File: config.mk
export PLATFORM = sky130hd
export DESIGN_NAME = serial_subtractor
export DESIGN_NICKNAME = d
export VERILOG_FILES = /design/src/rtl/serial_subtractor.sv
export SDC_FILE = /design/constraint.sdc
export NUM_CORES = 1
export LEC_CHECK = 0
export CORE_ASPECT_RATIO = 1.5
export CORE_MARGIN = 4
export CORE_UTILIZATION = 25
export DETAILED_ROUTE_END_ITERATION = 12
export HOLD_SLACK_MARGIN = 0.06
export PLACE_DENSITY = 0.55
export REMOVE_ABC_BUFFERS = 1
export SYNTH_ARGS = -nofsm -noshare
export SYNTH_HDL_FRONTEND = slang
export SYNTH_SLANG_ARGS = --single-unit
File: constraint.sdc
create_clock -name clk -period 2.25 [get_ports clk]
set_input_delay 0.3375 -clock clk [delete_from_list [all_inputs] [get_ports clk]]
set_output_delay 0.3375 -clock clk [all_outputs]
set_load 0.005 [all_outputs]
File: src/rtl/serial_subtractor.sv
// ----------------------------------------------------------------------------
// serial_subtractor
//   Bit-serial subtractor. Computes {borrow, diff} = a - b - bin one bit per
//   clock, LSB first, using one borrow flip-flop in place of an n-stage borrow
//   chain. A start/busy/done handshake frames each operation.
//
// Ports
//   clk     in   rising-edge clock
//   rst_n   in   synchronous, active-low reset (takes priority over start)
//   start   in   request; only looked at while idle
//   a       in   [n-1:0] minuend, captured on the accepting edge
//   b       in   [n-1:0] subtrahend, captured on the accepting edge
//   bin     in   borrow-in, captured on the accepting edge
//   busy    out  high from the accepting edge until the edge after done
//   done    out  one-cycle pulse; diff/borrow hold the new result
//   diff    out  [n-1:0] registered difference, held until the next result
//   borrow  out  registered borrow-out, held until the next result
// ----------------------------------------------------------------------------
module serial_subtractor #(
    parameter int n = 4
) (
    input  logic         clk,
    input  logic         rst_n,
    input  logic         start,
    input  logic [n-1:0] a,
    input  logic [n-1:0] b,
    input  logic         bin,
    output logic         busy,
    output logic         done,
    output logic [n-1:0] diff,
    output logic         borrow
);

    localparam int CW = $clog2(n + 1);

    typedef enum logic [1:0] {
        S_IDLE = 2'd0,
        S_RUN  = 2'd1,
        S_DONE = 2'd2
    } state_t;

    state_t         r_state;
    logic [n-1:0]   r_a;
    logic [n-1:0]   r_b;
    logic [n-1:0]   r_dsr;
    logic           r_br;
    logic [CW-1:0]  r_cnt;

    logic           w_a0;
    logic           w_b0;
    logic           w_d;
    logic           w_br_nxt;
    logic           w_last;
    logic [n-1:0]   w_dsr_nxt;

    // One full-subtractor slice on the current LSBs plus the stored borrow.
    always_comb begin
        w_a0     = r_a[0];
        w_b0     = r_b[0];
        w_d      = w_a0 ^ w_b0 ^ r_br;
        w_br_nxt = (~w_a0 & w_b0) | (~(w_a0 ^ w_b0) & r_br);
        w_last   = (r_cnt == CW'(n - 1));
        // Difference bits arrive LSB first, so they enter at the MSB and
        // drift down; after n shifts bit 0 sits at position 0.
        w_dsr_nxt        = r_dsr >> 1;
        w_dsr_nxt[n-1]   = w_d;
    end

    always_ff @(posedge clk) begin
        if (!rst_n) begin
            r_state <= S_IDLE;
            r_a     <= '0;
            r_b     <= '0;
            r_dsr   <= '0;
            r_br    <= 1'b0;
            r_cnt   <= '0;
            busy    <= 1'b0;
            done    <= 1'b0;
            diff    <= '0;
            borrow  <= 1'b0;
        end else begin
            case (r_state)
                S_IDLE: begin
                    if (start) begin
                        r_a     <= a;
                        r_b     <= b;
                        r_br    <= bin;
                        r_cnt   <= '0;
                        r_dsr   <= '0;
                        busy    <= 1'b1;
                        r_state <= S_RUN;
                    end
                end
                S_RUN: begin
                    r_a   <= r_a >> 1;
                    r_b   <= r_b >> 1;
                    r_br  <= w_br_nxt;
                    r_dsr <= w_dsr_nxt;
                    r_cnt <= r_cnt + 1'b1;
                    // Result outputs only move here, so they stay stable
                    // across idle time and the whole of the next operation.
                    if (w_last) begin
                        diff    <= w_dsr_nxt;
                        borrow  <= w_br_nxt;
                        done    <= 1'b1;
                        r_state <= S_DONE;
                    end
                end
                S_DONE: begin
                    done    <= 1'b0;
                    busy    <= 1'b0;
                    r_state <= S_IDLE;
                end
                default: begin
                    done    <= 1'b0;
                    busy    <= 1'b0;
                    r_state <= S_IDLE;
                end
            endcase
        end
    end

endmodule

==> flow_summary.json <==
{
  "grt_max_degree": 26,
  "dp_hpwl_mm": 1.46,
  "clkPwrFrac_pct": 39.9,
  "seq_area_frac_synth_pct": 48.7,
  "die-area_sq_um": 5030,
  "grt_first_pass_wirelength_mm": 3.51,
  "hold_path.class": "flop to flop",
  "clk_latency_ps": 270,
  "path_clk_slew_ps": 80,
  "status": "finished, final reports clean",
  "overflow": 0,
  "min_period_ps": 1660,
  "combPwrFrac_pct": 10.7,
  "synthDistinctLibCells": 23,
  "ys_seq_elements": 24,
  "tightest_slew_ps": 454,
  "vias_per_cell": 4.73,
  "setup_viol_count_final": 0,
  "nets": 145,
  "cts_tree": "built",
  "start_kind": "primary input",
  "synth_top_area_cell": "dfxtp_1",
  "final_common_cell": "dfxtp_1",
  "core_sq_um": 3750,
  "syn_area_sq_um": 986,
  "grt_util_all_layers_pct": 8.97,
  "ys_warn_count": 0,
  "holdBufCountCts": 0,
  "layout-drive-gt1-share_pct": 5.43,
  "clkSinkCount": 24,
  "syn_to_final_growth_pct": 28.3,
  "timing.fmax_ghz": 0.603,
  "port_buffers": 18,
  "num_vias": 813,
  "htreeDepth": 1,
  "cp.required_ps": 2410,
  "slew_headroom_pct": 69.7,
  "cts_made_buffers": 3,
  "dr.pass1.iters": 4,
  "synth.avg_cell_area_sq_um": 8.73,
  "rsz0062_at_grt": "no",
  "drt_iter0_drc": 23,
  "cp-end-kind": "flop",
  "synthCells": 113,
  "p_leak_nw": 0.458,
  "n_antenna_cell": 0,
  "wirelength_mm": 2.07,
  "timing.final.crit_share_pct": 73.8,
  "drc": 0,
  "critPathKind": "primary input to flop",
  "initial_core_util_pct": 26.3,
  "r2r_cells": 3,
  "timing.final.ws_setup_ps": 590,
  "fp.dieH_um": 84.9,
  "place.gp.congestion": 0.709,
  "finalHoldViolCount": 0,
  "synthTopCellsByArea": "dfxtp_1, nand2_1, a222oi_1, nor2b_1, nor2_1",
  "die_x_um": 59.3,
  "arrival_ps": 1820,
  "power.internal_w": 0.000738,
  "antenna_found_initial": 0,
  "post_cts_buffers": 0,
  "powerDensity_nw_per_um2": 743,
  "cap_violations": 0,
  "dp_slack_ps": 325,
  "clk_path_buf_depth": 2,
  "io_pins": 19,
  "path_max_fanout": 10,
  "p_seq_share_pct": 49.3,
  "wl_per_cell_um": 12.0,
  "clockRootBuffer": "clkbuf_8",
  "tns_ps": 0,
  "antenna_left": 0,
  "cts-resized-gates": 0,
  "p_sw_w": 0.000202,
  "rows": 27,
  "irDropWorstVdd_mv": 0.309,
  "synth_top_area_share_pct": 48.7,
  "grt_pass1_vias": 811,
  "whs_path_depth": 2,
  "timing.final.max_slew_violations": 0,
  "layout_common_cells": "dfxtp_1, nand2_1, clkdlybuf4s50_1",
  "p_sw_share_pct": 21.5,
  "skew_ps": 6.23
}
==> synth_stat cells <==
library cell / number
or2_0: 1
a21oi_1: 3
nor2b_1: 8
a221oi_1: 2
o31ai_1: 1
nand2b_1: 1
or3_1: 1
o22ai_1: 5
clkbuf_1: 3
nand2b_4: 1
o21ai_0: 6
dfxtp_1: 24
buf_2: 3
buf_4: 2
nand2_1: 18
ha_1: 2
nand3b_1: 2
fa_1: 1
inv_1: 5
a222oi_1: 5
nand3_1: 6
o32ai_1: 1
nor2_1: 12
==> metrics by stage <==
stage	utilization (%)	total power, W	cells	hold slack (ps)	cell area, sq um
2_1_floorplan	-	0.000525	105	440	945
3_3_place_gp	31.8	0.000574	168	452	1190
3_5_place_dp	31.8	0.000575	168	460	1190
4_1_cts	33.7	0.000950	172	473	1260
5_1_grt	33.7	0.000982	172	507	1260
6_report	33.7	0.000940	172	471	1260
==> state kept, by name (all words and copies together) (netlist names) <==
| register | flops |
|---|---|
| diff | 4 |
| r_a | 4 |
| r_b | 4 |
| r_cnt | 3 |
| r_dsr | 3 |
| r_state | 2 |
| borrow | 1 |
| busy | 1 |
| done | 1 |
| r_br | 1 |
==> worst paths after layout <==
| check | start | endpoint | slack (ps) |
|---|---|---|---|
| min | r_a[1]$_SDFFE_PN0P_ | r_a[1]$_SDFFE_PN0P_ | 470 |
| max reg2reg | r_state[0]$_SDFFE_PN0P_ | r_b[1]$_SDFFE_PN0P_ | 720 |
| max | start | r_b[1]$_SDFFE_PN0P_ | 590 |
| min reg2reg | r_a[1]$_SDFFE_PN0P_ | r_a[1]$_SDFFE_PN0P_ | 470 |
==> critical path, stage by stage <==
cell             delay, ps
clkdlybuf4s50_1        630
nor2_1                  90
or2_0                  380
a222oi_1               370
==> power groups by stage <==
stage / combinational [W] / clock (W) / sequential [W]
after floorplan: 0.0000548 / 0 / 0.000470
after global placement: 0.000101 / 0 / 0.000473
after detailed placement: 0.000101 / 0 / 0.000474
after CTS: 0.000102 / 0.000384 / 0.000464
after global routing: 0.000116 / 0.000399 / 0.000467
final: 0.000101 / 0.000375 / 0.000464
==> cell type report <==
| type | instances | area [sq um] |
|---|---|---|
| sequential | 24 | 480 |
| multi-input combinational | 76 | 445 |
| clock inverter | 1 | 30.0 |
| timing repair buffer | 20 | 195 |
| inverter | 5 | 18.8 |
| clock buffer | 3 | 41.3 |
| tap | 43 | 53.8 |
| fill | 391 | 2480 |
==> layer usage <==
layer  wire, um  GRT usage [%]  vias to the layer above  share of wire, %
met4         57           5.57                        0               2.8
met2        960           13.8                       21                46
met1        965           11.0                      366                47
met5          0              0                        -                 0
met3         86           1.83                        4               4.2
li1           -              -                      422                 -
==> kinds of logic (layout without fill, tap and decap cells) <==
| kind of cell | after synthesis | in the layout | synth area share, % |
|---|---|---|---|
| compound gates | 23 | 23 | 16.2 |
| flops | 24 | 24 | 48.7 |
| buf+inv | 13 | 29 | 6.09 |
| fa+ha+maj | 3 | 3 | 4.57 |
| simple gates | 50 | 50 | 24.4 |
No activity file was read; power rests on OpenSTA's default activity.
